File: config.mk
export PLATFORM = sky130hd
export DESIGN_NAME = beat_sequencer
export DESIGN_NICKNAME = d
export VERILOG_FILES = /design/src/rtl/beat_seq_pkg.sv /design/src/rtl/key_edge.sv /design/src/rtl/beat_sequencer.sv
export SDC_FILE = /design/constraint.sdc
export NUM_CORES = 1
export LEC_CHECK = 0
export ABC_CLOCK_PERIOD_IN_PS = 2330
export BUFFER_PORTS_ARGS = -buffer_cell sky130_fd_sc_hd__buf_4
export CAP_MARGIN = 5
export CORE_ASPECT_RATIO = 1.2
export CORE_MARGIN = 3
export CORE_UTILIZATION = 48
export DETAILED_ROUTE_END_ITERATION = 6
export PLACE_DENSITY = 0.76
export SLEW_MARGIN = 20
export SYNTH_ARGS = -nofsm -noshare
export SYNTH_HDL_FRONTEND = slang
export SYNTH_SLANG_ARGS = --single-unit
File: constraint.sdc
create_clock -name Clk -period 2.33 [get_ports Clk]
set_input_delay 0.1165 -clock Clk [delete_from_list [all_inputs] [get_ports Clk]]
set_output_delay 0.1165 -clock Clk [all_outputs]
set_load 0.03 [all_outputs]
File: src/rtl/beat_seq_pkg.sv
// Shared types and keycode constants for the beat sequencer.
package beat_seq_pkg;

  typedef enum logic [2:0] {
    StMain,
    StPlay,
    StSpawn,
    StWait,
    StFinish,
    StFail,
    StPass,
    StPause
  } state_e;

  localparam logic [7:0] KEY_SPACE = 8'd44;
  localparam logic [7:0] KEY_Q     = 8'd20;
  localparam logic [7:0] KEY_P     = 8'd19;

endpackage

File: src/rtl/key_edge.sv
// Keycode register and key-event detect: a held key produces a single event.
module key_edge (
  input  logic       Clk,
  input  logic       Reset,
  input  logic [7:0] keycode,
  output logic       key_event
);

  logic [7:0] prev_q;

  always_ff @(posedge Clk or negedge Reset) begin
    if (!Reset) begin
      prev_q <= '0;
    end else begin
      prev_q <= keycode;
    end
  end

  assign key_event = (keycode != 8'd0) && (keycode != prev_q);

endmodule

File: src/rtl/beat_sequencer.sv
// Rhythm-game song sequencer: spawns one circle per beat and judges pass/fail at song end.
// Define BEAT_SEQ_PAUSE_EN to enable the p-key pause state.
module beat_sequencer
  import beat_seq_pkg::*;
#(
  parameter int unsigned NUM_BEATS   = 8,
  parameter int unsigned TYPE_W      = 2,
  parameter int unsigned HEALTH_W    = 4,
  parameter int unsigned PASS_HEALTH = 2,
  parameter int unsigned GAP_CYCLES  = 1024
) (
  input  logic                          Clk,
  input  logic                          Reset,
  input  logic                          out_of_bounds,
  input  logic [HEALTH_W-1:0]           health,
  input  logic [7:0]                    keycode,
  input  logic [NUM_BEATS*TYPE_W-1:0]   pattern,
  output logic                          main,
  output logic                          playbackground,
  output logic                          fail,
  output logic                          success,
  output logic                          spawn,
  output logic [TYPE_W-1:0]             circletype,
  output logic [$clog2(NUM_BEATS)-1:0]  beat_idx,
  output logic                          paused
);

  localparam int unsigned IdxW = $clog2(NUM_BEATS);
  localparam int unsigned CntW = $clog2(GAP_CYCLES);
  localparam logic [IdxW-1:0] LastBeat = IdxW'(NUM_BEATS - 1);
  localparam logic [CntW-1:0] LastGap  = CntW'(GAP_CYCLES - 1);

  state_e          state_q, state_d;
  logic [IdxW-1:0] idx_q, idx_d;
  logic [CntW-1:0] cnt_q, cnt_d;
  logic            key_event;
  logic            space_ev, q_ev, abort;

  key_edge u_key_edge (
    .Clk       (Clk),
    .Reset     (Reset),
    .keycode   (keycode),
    .key_event (key_event)
  );

  assign space_ev = key_event && (keycode == KEY_SPACE);
  assign q_ev     = key_event && (keycode == KEY_Q);
  assign abort    = q_ev || (health == '0);

`ifdef BEAT_SEQ_PAUSE_EN
  logic p_ev;
  assign p_ev = key_event && (keycode == KEY_P);
`endif

  // cnt_q counts cycles since the current beat spawned; every non-paused cycle advances it.
  always_comb begin
    state_d = state_q;
    idx_d   = idx_q;
    cnt_d   = cnt_q;
    case (state_q)
      StMain: begin
        if (space_ev) begin
          state_d = StPlay;
          idx_d   = '0;
        end
      end
      StPlay: begin
        state_d = abort ? StFail : StSpawn;
        cnt_d   = '0;
      end
      StSpawn: begin
        cnt_d = CntW'(1);
        if (abort) state_d = StFail;
`ifdef BEAT_SEQ_PAUSE_EN
        else if (p_ev) state_d = StPause;
`endif
        else state_d = StWait;
      end
      StWait: begin
        cnt_d = (cnt_q == LastGap) ? cnt_q : cnt_q + CntW'(1);
        if (abort) state_d = StFail;
`ifdef BEAT_SEQ_PAUSE_EN
        else if (p_ev) state_d = StPause;
`endif
        else if (out_of_bounds || (cnt_q == LastGap)) begin
          if (idx_q == LastBeat) begin
            state_d = StFinish;
          end else begin
            state_d = StSpawn;
            idx_d   = idx_q + IdxW'(1);
            cnt_d   = '0;
          end
        end
      end
      StFinish: begin
        state_d = (health >= HEALTH_W'(PASS_HEALTH)) ? StPass : StFail;
      end
      StFail, StPass: begin
        if (space_ev) state_d = StMain;
      end
`ifdef BEAT_SEQ_PAUSE_EN
      StPause: begin
        if (q_ev) state_d = StFail;
        else if (p_ev) state_d = StWait;
      end
`endif
      default: state_d = StMain;
    endcase
  end

  // Outputs are decoded from the next state so they line up with state_q after the edge.
  always_ff @(posedge Clk or negedge Reset) begin
    if (!Reset) begin
      state_q        <= StMain;
      idx_q          <= '0;
      cnt_q          <= '0;
      main           <= 1'b1;
      playbackground <= 1'b0;
      fail           <= 1'b0;
      success        <= 1'b0;
      spawn          <= 1'b0;
      circletype     <= '0;
`ifdef BEAT_SEQ_PAUSE_EN
      paused         <= 1'b0;
`endif
    end else begin
      state_q        <= state_d;
      idx_q          <= idx_d;
      cnt_q          <= cnt_d;
      main           <= (state_d == StMain);
      playbackground <= state_d inside {StPlay, StSpawn, StWait, StFinish, StPause};
      fail           <= (state_d == StFail);
      success        <= (state_d == StPass);
      spawn          <= (state_d == StSpawn);
      circletype     <= (state_d == StSpawn) ? pattern[int'(idx_d) * TYPE_W +: TYPE_W] : '0;
`ifdef BEAT_SEQ_PAUSE_EN
      paused         <= (state_d == StPause);
`endif
    end
  end

`ifndef BEAT_SEQ_PAUSE_EN
  assign paused = 1'b0;
`endif

  assign beat_idx = idx_q;

endmodule

==> results.txt, run 1 <==
The overflow left after global routing is 0. The final hold slack came out at 0.0548 ns. The transition at the pin with the smallest max-transition slack came out at 0.529 ns. The clock period minus final worst setup slack is 2.44 ns.

The vertical die dimension is 72.1 um. The repair_antennas step left the layout with diodes totalling 0. The number of global-route vias before repair came out at 1726. The cell leakage power came out at 1.21 nW.

The peak clock frequency supported by timing is 0.410 GHz. The number of remaining DRC errors came out at 0. After detailed routing, the total wire length is 4.78 mm.

42 I/O pins were placed. The internal power consumption is 1.65 mW. The number of DRC markers in iteration 0 came out at 118.

Walking the worst path, the cells encountered are ha_2 -> nand2_2 -> o41a_1 -> nor3b_4 -> and4_4 -> nor3_4 -> buf_4 -> mux2_4 -> a2bb2oi_1 -> and4_1. The final estimated routing congestion in global placement is 0.877. The share of total power in sequential cells came out at 26.9%. The data arrival time of the worst path came out at 2.61 ns. The combined flip-flop and latch cell area came out at 777 um^2. Dividing total power by cell area gives a power density of 1090 nW/um^2.

The tightest min-delay check is of the primary input to flop type. Across the routed clock network, the largest skew measured is 0.00779 ns. Along the worst path, the maximum fanout reaches 4. The initial utilization of the core area, before any placement, comes to 51.0%. The per-instance average area after synthesis came out at 9.88 um^2. By count the netlist is led by sky130_fd_sc_hd__dfrtp_1, sky130_fd_sc_hd__nand2_1, sky130_fd_sc_hd__nor2_1. The critical path's largest stage delay came out at 0.37 ns. The net count after synthesis is 210. The TritonCTS clock tree is done. The run finished, with violations left. From synthesis to final layout, the design area changed by 47.7%. The first TritonRoute pass finished after 4 iterations. The cell type of the slowest stage on the worst timing path is sky130_fd_sc_hd__o41a_1. In this run the deepest clock path goes through 2 buffers.

The portion of the post-synthesis area used by sequential elements is 44.5%. The largest net degree at the start of global routing is 32. The H-tree generated during clock tree synthesis spans 2 levels. Measured against its own limit, the worst slew margin works out to 64.7%. The setup-violating endpoint count in the final report is 2.

The number of antenna violations at the first check in global routing is 0. In this run the standard cell core region covers 3420 um^2. The fraction of registers with async set or reset after synthesis came out at 100%. The number of max-cap violations is 0. The count of yosys warnings during synthesis came out at 0. The filler cells instantiated in the layout total 220. Dividing the detail-routed wire length by the instance count gives 15.8 um. The area share of the largest cell type after synthesis is 42.9%. Data on the critical path is required at its endpoint by 2.51 ns. The final worst-path cycle share came out at 105%. Cells fill 75.4% of the core in the end. The peak supply drop is 0.771 mV. The combinational fraction of design power is 56.4%. In the synthesized netlist, the number of instances is 177. Cells with a size suffix above 1 make up 41.5% of the layout. Summing all non-filler instances in the final layout gives an area of 2580 um^2. The most frequent cell after synthesis is sky130_fd_sc_hd__dfrtp_1.

In this run the cell area of the synthesized design comes to 1750 um^2. Dividing the detail-routed via count by the number of cells gives 5.86. The routed layout has 1769 vias. The count of distinct cell types in the synthesized netlist is 51.

The footprint of the multi-input gates came out at 995 um^2. The flop and latch count out of synthesis is 31. The overall track demand over capacity in global routing is 23.7%. Net switching is 41.3% of the power. The clock sink count is 31. The checks that failed: setup timing. The most used flip-flop cell after synthesis is sky130_fd_sc_hd__dfrtp_1. Sorting the synthesized cells by area gives the leading types as sky130_fd_sc_hd__dfrtp_1, sky130_fd_sc_hd__mux2i_1, sky130_fd_sc_hd__xnor2_1. STA classifies the critical path startpoint as a flop. For this design the total switching power over the nets is 1.16 mW. Input and output buffers added on the ports amount to 40. The proportion of power drawn by the clock network is 16.6%.

The first global-routing pass estimated 7.69 mm of wire. The number of clock buffers added by TritonCTS is 5. Setup repair after global routing could not meet its margin everywhere. The area after detailed placement came out at 2320 um^2. STA classifies the critical path endpoint as a flop. The number of routed nets with antenna violations is 0. The die is 61.1 um wide.

The number of max-slew violations in the final report is 0. Detailed placement finished with a half-perimeter wire length of 3.52 mm. The critical path in this run is classified as flop to flop.

The post-layout net count is 297. The biggest area contributor in the post-synthesis netlist is sky130_fd_sc_hd__dfrtp_1. The die covers 4400 um^2.

The clock transition at the registers of the reported paths came out at 0.07 ns. The tree is rooted in a sky130_fd_sc_hd__clkbuf_8. The later pin in the worst-skew pair is clocked with a latency of 0.29 ns. The number of synthesized flops with an enable pin is 0.

The number of endpoints with negative hold slack in the final report came to 0. The row count came out at 23. Once routing completed, OpenROAD measured the worst setup slack at -0.108 ns.
## logic make-up after synthesis
group / Yosys count / synth area share (%)
compound gates: 47 / 18.8
xor+xnor: 8 / 4.01
fa+ha+maj: 2 / 1.43
buf+inv: 11 / 2.58
flops: 31 / 44.5
mux: 9 / 5.30
other cells: 1 / 0.215
simple gates: 68 / 23.3
## sequential cells by signal, summed over array words and instances (netlist names)
name and flops:
circletype 2, main 1, fail 1, u_key_edge.prev_q 8, playbackground 1, state_q 3, beat_idx 3, success 1
cnt_q 10, spawn 1
## worst max-delay path, delay by kind of cell (launching register included)
family / cells / cell delay (ns)
flops: 1 / 0.36
buf+inv: 1 / 0.13
mux: 1 / 0.28
fa+ha+maj: 1 / 0.20
simple gates: 5 / 0.84
compound gates: 2 / 0.51
## cells in the final DEF, fill, tap and decap left out, types with 4 or more instances in the layout
master,synthesis,final
sky130_fd_sc_hd__nand2_1,15,14
sky130_fd_sc_hd__inv_1,9,8
sky130_fd_sc_hd__clkbuf_8,0,7
sky130_fd_sc_hd__nor2_1,14,13
sky130_fd_sc_hd__nand3_1,8,8
sky130_fd_sc_hd__dlygate4sd3_1,0,6
sky130_fd_sc_hd__o21ai_0,11,11
sky130_fd_sc_hd__buf_4,1,76
sky130_fd_sc_hd__xnor2_1,8,8
sky130_fd_sc_hd__dfrtp_1,30,30
sky130_fd_sc_hd__mux2i_1,7,6
sky130_fd_sc_hd__a21oi_1,10,9
sky130_fd_sc_hd__nand4_1,5,5
sky130_fd_sc_hd__a31oi_1,4,4
## timing repair
item                                    CTS  global route
pin swaps                                 1             2
buffers inserted                          4             2
endpoints found under the hold margin    35             0
endpoints found under the setup margin    2             6
gates resized for setup                   4             9
hold buffers                              6             0
## worst paths after layout
kind / to / cells past startpoint / slack, ns / start
worst max-delay path: circletype[0]$_DFF_PN0_ / 10 / -0.11 / cnt_q[1]$_DFFE_PN0P_
worst min-delay path: u_key_edge.prev_q[7]$_DFF_PN0_ / 2 / 0.05 / keycode[7]
worst max register to register: circletype[0]$_DFF_PN0_ / 10 / -0.11 / cnt_q[1]$_DFFE_PN0P_
worst min register to register: cnt_q[8]$_DFFE_PN0P_ / 2 / 0.56 / cnt_q[8]$_DFFE_PN0P_
max in group asynchronous: main$_DFF_PN1_ / 2 / 1.70 / Reset
min in group asynchronous: cnt_q[1]$_DFFE_PN0P_ / 2 / 0.29 / Reset
## power groups by stage
stage	sequential, mW	clock (mW)	combinational, mW
final	0.756	0.468	1.59
after global routing	0.771	0.503	1.71
after CTS	0.751	0.476	1.47
after floorplan	0.885	0	0.732
after detailed placement	0.757	0	1.37
after global placement	0.753	0	1.31
## layer usage
metal  global-route usage [%]  vias to the layer above  wire (um)
met5                        0                        -          0
met3                     7.12                       11        204
met2                     40.6                       54       2640
met4                     10.6                        0        141
li1                         -                      835          -
met1                     26.1                      869       1800
## metrics by stage
step / setup slack, ns / total power, mW / TNS, ns / std cells
finish: -0.108 / 2.81 / -0.175 / 302
global route: -0.201 / 2.98 / -0.419 / 302
CTS: -0.0944 / 2.70 / -0.139 / 300
detailed placement: -0.128 / 2.13 / -0.272 / 282
global placement: -0.0535 / 2.06 / -0.0945 / 282
floorplan: -0.223 / 1.62 / -0.404 / 177
## final cells by class
| type | instances | area share (%) |
|---|---|---|
| clock buffer | 8 | 3.88 |
| inverter | 9 | 1.31 |
| multi-input combinational | 135 | 38.5 |
| sequential | 31 | 30.1 |
| tap | 37 | 1.79 |
| timing repair buffer | 82 | 24.4 |
No activity file was read; power rests on OpenSTA's default activity.
==> run 2: changes to the inputs <==
CORE_UTILIZATION = 50   (was 48)
CTS_BUF_LIST = sky130_fd_sc_hd__clkbuf_8   (was not set)
HOLD_SLACK_MARGIN = 0.06   (was not set)
PLACE_DENSITY = 0.78   (was 0.76)
==> run 2 against run 1 <==
  * The run still ends with setup timing left
  * Sequential power is 0.9% higher
  * Critical path depth stayed put
  * Combinational power hardly changed
  * Die area is 3.6% lower
  * Final cell count is 1.3% higher
  * Count of clock-buffer cells in the layout is 3 lower
  * Power is 5.7% higher
  * Sequential cell count stayed put
  * Utilization is 7.0 points higher
==> results.txt, run 2 (same netlist as run 1, synthesis figures left out) <==
On the critical path, the stage with the largest delay is an instance of sky130_fd_sc_hd__dfrtp_1. The layer flagged by global routing as most heavily used is met2. The number of antenna cells inserted is 0 (unchanged). The number of remaining DRC errors came out at 0 (unchanged). The critical path's largest stage delay came out at 0.36 ns (about the same). The first-pass iteration count of the detailed router is 5 (+1).

The worst hold path belongs to the class primary input to flop. The setup-violating endpoint count in the final report is 2 (unchanged). The footprint of the multi-input gates is 963 um^2 (-3.1%). In the layout the commonest cells are sky130_fd_sc_hd__buf_4, sky130_fd_sc_hd__dfrtp_1, sky130_fd_sc_hd__nand2_1, sky130_fd_sc_hd__nor2_1, sky130_fd_sc_hd__o21ai_0. The worst setup path is launched from a flop.

The number of max-slew violations in the final report came to 0 (unchanged). The floorplan core area is 3190 um^2 (-6.8%). The CTS root buffer is sky130_fd_sc_hd__clkbuf_8. The slack of the worst reg-to-reg path was -0.14 ns (-0.03 ns). The cell leakage power is 1.25 nW (+2.8%). The length in cells of the worst reg-to-reg path came out at 10 (unchanged). The area after detailed placement came out at 2330 um^2 (+0.59%). The data arrival time of the worst path is 2.64 ns (+0.03 ns). The wire length of the first global-routing pass is 8.43 mm (+9.7%). The number of clock buffers inserted by TritonCTS came out at 5 (unchanged). The cell area after layout is 2630 um^2 (+1.9%).

The number of global-route vias before repair came out at 1874 (+8.6%). The worst path required time came out at 2.50 ns (about the same). The via count normalized by instance count was 5.86 (about the same).

The die span in x came out at 60.0 um (-1.8%). The met2 routing resource usage after global routing was 47.1% (+6.5 points). The number of endpoints with negative hold slack in the final report came out at 0 (unchanged). The overall track demand over capacity in global routing came to 25.9% (+2.3 points). The latest clock arrival within the worst-skew pair is 0.29 ns (about the same). The initial cell density of the core came out at 54.7% (+3.7 points). The total number of H-tree levels came out at 2 (unchanged).

The maximum buffer depth of the clock tree is 2 (unchanged). The clock sink count came out at 31 (unchanged). The total detailed-routing wirelength came to 5.20 mm (+8.8%). The post-layout net count is 302 (+1.7%). The layout cell share with drive strength beyond 1 is 39.6% (-1.9 points).

The area enclosed by the die boundary is 4240 um^2 (-3.6%). The final worst setup slack came out at -0.137 ns (-0.0294 ns). The number of DRC markers in iteration 0 is 134 (+14%). The clock period minus final worst setup slack came to 2.47 ns (+0.0294 ns). The number of buffers and inverters on the critical path is 1 (unchanged). The number of max-cap violations was 0 (unchanged). The final estimated routing congestion in global placement was 0.834 (-4.9%). The number of antenna violations at the first check in global routing is 0 (unchanged).

The worst slew margin relative to its limit came out at 58.1% (-6.6 points). The number of flip-flops under the largest register name is 10 (unchanged). The checks that failed: setup timing. The largest net degree at the start of global routing is 32 (unchanged). The detailed-route wire length per cell came out at 17.0 um (+7.3%). The combined flip-flop and latch cell area came out at 777 um^2 (unchanged).

The number of routed nets with antenna violations is 0 (unchanged). Counting flops per register, the top entry is cnt_q. The worst setup path startpoint is cnt_q[0]$_DFFE_PN0P_. The signal on the critical path passes through ha_2 -> nand2_2 -> o41a_1 -> nor3b_4 -> a21oi_2 -> nor3_4 -> buf_4 -> mux2_4 -> a2bb2oi_1 -> and4_1.

The global-route met1 utilization came out at 28.4% (+2.3 points). The area growth from synthesis to layout is 50.5%. The final worst-path cycle share is 106% (+1.3 points).

The port buffer count is 40 (unchanged). The critical path depth in cells is 10 (unchanged). The maximum fanout encountered on the critical timing path came out at 5 (+1). The overflow left after global routing was 0 (unchanged).

The peak clock frequency supported by timing is 0.405 GHz (-1.2%). The clock tree skew after final layout is 0.00894 ns (+0.00115 ns). The row count is 22 (-4.3%). The overall power after layout is 2.97 mW (+5.7%). The number of ports placed on the die boundary is 42 (unchanged).

The origin of the critical flop-to-flop path is cnt_q[0]$_DFFE_PN0P_. TritonCTS built the clock tree. On the critical path the largest part of the delay comes from simple AND/OR/NAND/NOR gates. The via count came to 1794 (+1.4%). The most common cell after layout, fill and taps aside is sky130_fd_sc_hd__buf_4. The ratio of total power to cell area came out at 1130 nW/um^2 (+3.7%). The worst hold path begins at pattern[5].

Setup repair after global routing could not meet its margin everywhere. The largest registers in the layout are cnt_q (10), u_key_edge.prev_q (8). The vertical die dimension is 70.8 um (-1.9%). The clock transition at the registers of the reported paths is 0.06 ns (about the same). The critical path in this run is classified as flop to flop. STA classifies the critical path endpoint as a flop. The number of fill cells was 189 (-14%). The peak supply drop came out at 0.920 mV (+19%).

The last element of the critical path is circletype[0]$_DFF_PN0_. The transition at the pin with the smallest max-transition slack is 0.624 ns (+0.0948 ns). The final HPWL from detailed placement came out at 3.70 mm (+5.1%). The flow ran to the end, but the final reports show violations.

In this run the critical register-to-register path is captured at circletype[0]$_DFF_PN0_. The met3 track demand over resource in global routing came to 4.56% (-2.6 points).
==> run 2: report_power, final <==
group          leakage (nW)  internal [mW]  switching, mW
Combinational         0.789          0.724          0.854
Sequential            0.388          0.662          0.101
Clock                0.0695          0.423          0.204
==> run 2: routing by layer <==
metal,vias up,wire length (um)
met1,873,1930
met3,16,268
met4,0,150
met5,-,0
met2,66,2850
li1,839,-
==> run 2: how the worst min path moves through the flow <==
stage | end | slack [ns] | depth (start not counted)
after floorplan | beat_idx[0]$_DFF_PN0_ | -0.18 | 0
after global placement | cnt_q[3]$_DFFE_PN0P_ | 0.07 | 1
after detailed placement | cnt_q[4]$_DFFE_PN0P_ | 0.07 | 1
after CTS | circletype[1]$_DFF_PN0_ | 0.20 | 3
after global routing | circletype[0]$_DFF_PN0_ | 0.23 | 4
final | circletype[1]$_DFF_PN0_ | 0.20 | 3
==> run 2: worst reg2reg max path, cell delays in order (launching register included) <==
cell	delay [ns]
sky130_fd_sc_hd__dfrtp_1	0.36
sky130_fd_sc_hd__ha_2	0.20
sky130_fd_sc_hd__nand2_2	0.06
sky130_fd_sc_hd__o41a_1	0.36
sky130_fd_sc_hd__nor3b_4	0.29
sky130_fd_sc_hd__a21oi_2	0.11
sky130_fd_sc_hd__nor3_4	0.21
sky130_fd_sc_hd__buf_4	0.16
sky130_fd_sc_hd__mux2_4	0.29
sky130_fd_sc_hd__a2bb2oi_1	0.12
sky130_fd_sc_hd__and4_1	0.18
==> run 2: area by class of cell <==
cell class              instances  share of cell area (%)
repair buffers                 87                    25.8
clock buffers                   5                    2.62
flip-flops and latches         31                    29.5
inverters                       9                    1.28
clock inverters                 3                    2.43
multi-input cells             135                    36.6
well taps                      36                    1.71
==> run 2: through the flow <==
step                      std cells  hold WS [ns]  setup WS (ns)  utilization (%)  setup TNS [ns]
final                           306         0.203         -0.137             82.4          -0.225
after global routing            306         0.232         -0.219             82.4          -0.406
after CTS                       302         0.203         -0.123             80.9          -0.179
after detailed placement        283        0.0732         -0.121             73.1          -0.187
after global placement          283        0.0693        -0.0393             73.1         -0.0393
after floorplan                 177        -0.179         -0.223                -          -0.404
==> run 2: timing repair <==
| action | CTS | global route |
|---|---|---|
| setup endpoints to repair | 3 | 3 |
| cloned | 0 | 0 |
| hold buffers | 9 | 0 |
| buffers inserted | 2 | 4 |
| gates resized for setup | 3 | 2 |
| pin swaps | 3 | 0 |
| endpoints found under the hold margin | 38 | 0 |
==> run 3: changes to the inputs <==
REMOVE_ABC_BUFFERS = 1   (was not set)
==> run 3 against run 2 <==
  * Critical path type unchanged
  * Sequential cell count is the same
  * Sequential share of layout area grew 1.2 points
  * Final cell count shrank 2.0%
  * Fmax grew 4.7%
  * Highest routed layer unchanged
  * First-iteration DRC count shrank 4.5%
  * Design area shrank 3.8%
  * Critical path depth shrank 2
  * Count of clock-buffer cells in the layout is the same
  * The flow still finishes with violations (setup timing)
  * Wire length shrank 6.7%
  * Global-route usage shrank 1.0 points
  * Largest power group unchanged
==> results.txt, run 3 (same netlist as run 1, synthesis figures left out) <==
The run finished, with violations left. The checks that failed: setup timing. The worst register-to-register path ends at circletype[0]$_DFF_PN0_. The share of total power in sequential cells is 29.0% (+3.3 points). The transition at the pin with the smallest max-transition slack came out at 0.613 ns (-0.0105 ns). Traced cell by cell, the critical path runs through nand4_2 -> o41a_1 -> nor3b_4 -> a21oi_2 -> nor3_4 -> mux2_1 -> a2bb2oi_1 -> and4_1. The worst slew margin relative to its limit was 58.8% (+0.70 points). In this run the worst setup path begins at cnt_q[6]$_DFFE_PN0P_.

The area enclosed by the die boundary came out at 4240 um^2 (unchanged). Setup repair after global routing could not meet its margin everywhere. The proportion of power drawn by the clock network came out at 15.7% (-5.4 points).

The number of clock buffers inserted by TritonCTS came out at 5 (unchanged). The worst register-to-register path begins at cnt_q[6]$_DFFE_PN0P_. The number of max-slew violations in the final report was 0 (unchanged). The worst slack at placement is -0.116 ns (+0.00428 ns).

The largest registers in the layout are cnt_q (10), u_key_edge.prev_q (8). More flip-flops sit in one register than any other, and that register is cnt_q. The instance count after placement with tap cells included came out at 280 (-1.1%). The floorplan core area is 3190 um^2 (unchanged). STA classifies the critical path startpoint as a flop. The detailed-route wire length per cell came out at 16.2 um (-4.8%).

The final standard cell count with taps included and fillers excluded is 300 (-2.0%). The data arrival time of the worst path came out at 2.54 ns (-0.10 ns). The initial cell density of the core came out at 54.7% (unchanged).

The slack of the worst reg-to-reg path was -0.03 ns (+0.11 ns). The final setup TNS came out at -0.0437 ns (+0.181 ns). The internal power consumption was 1.50 mW (-17%). The critical path capture point type is a flop. The setup-violating endpoint count in the final report is 2 (unchanged).

For this design, the slowest cell found on the critical path is sky130_fd_sc_hd__o41a_1. The overall power after layout is 2.62 mW (-12%). The number of antenna cells inserted came out at 0 (unchanged). The critical path's largest stage delay is 0.48 ns (+0.12 ns). The final core utilization is 79.3% (-3.1 points). The latest clock arrival within the worst-skew pair is 0.29 ns (about the same). The clock period minus final worst setup slack is 2.36 ns (-0.110 ns).

The die span in x came out at 60.0 um (unchanged). The post-layout net count is 296 (-2.0%). The maximum fanout encountered on the critical timing path came out at 5 (unchanged). The most critical setup path has its endpoint at circletype[0]$_DFF_PN0_. The total detailed-routing wirelength came out at 4.86 mm (-6.7%). TritonCTS built the clock tree. The final estimated routing congestion in global placement came out at 0.855 (+2.5%). The combinational fraction of design power came to 55.3% (+2.1 points). The cell area after layout is 2530 um^2 (-3.8%).

The library cell used most frequently in the layout, excluding fill and tap cells, is sky130_fd_sc_hd__buf_4. The number of ports placed on the die boundary was 42 (unchanged). In this run the worst hold path is classified as primary input to flop. The via count came out at 1780 (-0.78%). The number of global-route vias before repair is 1857 (-0.91%).

The worst setup path is of the flop to flop kind. The number of antenna violations at the first check in global routing came out at 0 (unchanged). The layout cell share with drive strength beyond 1 came out at 37.5% (-2.1 points).

The length in cells of the worst reg-to-reg path came out at 8 (-2). The ratio of total power to cell area was 1040 nW/um^2 (-8.1%). The number of flip-flops under the largest register name came to 10 (unchanged). The clock transition at the registers of the reported paths is 0.07 ns (about the same).

The cell leakage power is 1.19 nW (-4.6%). Relative to the synthesized area, the layout overhead comes to 44.8%. The clock tree skew after final layout came out at 0.00261 ns (-0.00633 ns). The total number of H-tree levels is 2 (unchanged).

The first-pass iteration count of the detailed router is 4 (-1). The peak supply drop was 1.04 mV (+13%). The number of max-cap violations came out at 0 (unchanged). The worst path required time is 2.51 ns (about the same). The wire length of the first global-routing pass is 8.11 mm (-3.8%). The final worst-path cycle share is 101% (-4.7 points). The number of DRC markers in iteration 0 is 128 (-4.5%). In this run the clock root is driven by a sky130_fd_sc_hd__clkbuf_8. The maximum buffer depth of the clock tree is 2 (unchanged). The area after detailed placement was 2300 um^2 (-1.5%). The final HPWL from detailed placement came out at 3.42 mm (-7.5%). The via count normalized by instance count was 5.93 (+1.2%). The overflow left after global routing was 0 (unchanged). The number of routed nets with antenna violations is 0 (unchanged). The vertical die dimension is 70.8 um (unchanged). The switching power as a share of total power came out at 42.9% (+3.8 points). The largest net degree at the start of global routing came out at 32 (unchanged). The port buffer count was 40 (unchanged). The power spent charging and discharging nets is 1.13 mW (-2.9%). The number of endpoints with negative hold slack in the final report is 0 (unchanged).

The peak clock frequency supported by timing is 0.424 GHz (+4.7%). The overall track demand over capacity in global routing came out at 24.9% (-1.0 points). The final worst setup slack was -0.0273 ns (+0.110 ns). The clock sink count came to 31 (unchanged). The top cell types in the final layout, fill and taps aside, are sky130_fd_sc_hd__buf_4, sky130_fd_sc_hd__dfrtp_1, sky130_fd_sc_hd__nand2_1, sky130_fd_sc_hd__nor2_1, sky130_fd_sc_hd__o21ai_0. The row count is 22 (unchanged). The number of remaining DRC errors came out at 0 (unchanged). The final hold slack is 0.225 ns (+0.0212 ns).
==> run 3: per-layer routing <==
layer	up-vias	part of all wire, %	GRT usage (%)
met1	852	39	28.4
met5	-	0	0
met3	20	5.4	6.20
met4	0	2.6	9.36
li1	826	-	-
met2	82	53	43.5
==> run 3: power by group through the flow <==
stage                     Sequential (mW)  Combinational (mW)  Clock [mW]
after CTS                           0.751                1.39       0.425
after detailed placement            0.756                1.37           0
after floorplan                     0.884               0.713           0
after global routing                0.774                1.57       0.449
final                               0.762                1.45       0.412
after global placement              0.752                1.30           0
==> run 3: how the worst min path moves through the flow <==
stage	cells after the start	end	slack (ns)	from
after global placement	1	cnt_q[5]$_DFFE_PN0P_	0.06	Reset
after floorplan	0	beat_idx[0]$_DFF_PN0_	-0.18	Reset
after CTS	4	circletype[0]$_DFF_PN0_	0.23	pattern[4]
final	4	circletype[0]$_DFF_PN0_	0.22	pattern[4]
after global routing	3	circletype[1]$_DFF_PN0_	0.25	pattern[5]
after detailed placement	1	cnt_q[3]$_DFFE_PN0P_	0.07	Reset
==> run 3: area by class of cell <==
cell class                 count  area [um^2]
clock inverter                 3         16.3
sequential                    31          777
fill                         191          662
inverter                       9         33.8
tap                           36         45.0
multi-input combinational    135          960
clock buffer                   5         68.8
timing repair buffer          81          631
==> run 3: worst max-delay path: cells and delay by family, from the launching register on <==
kind               cells  cell delay (ns)
AOI/OAI and AO/OA      3             0.73
and+or+nand+nor        4             0.79
DFF                    1             0.36
muxes                  1             0.36
==> run 3: timing repair <==
| action | in CTS | in global routing |
|---|---|---|
| endpoints found under the setup margin | 3 | 5 |
| hold endpoints to repair | 38 | 0 |
| gates resized for setup | 2 | 4 |
| setup buffers | 1 | 2 |
| pin swaps | 0 | 1 |
| hold buffers | 9 | 0 |
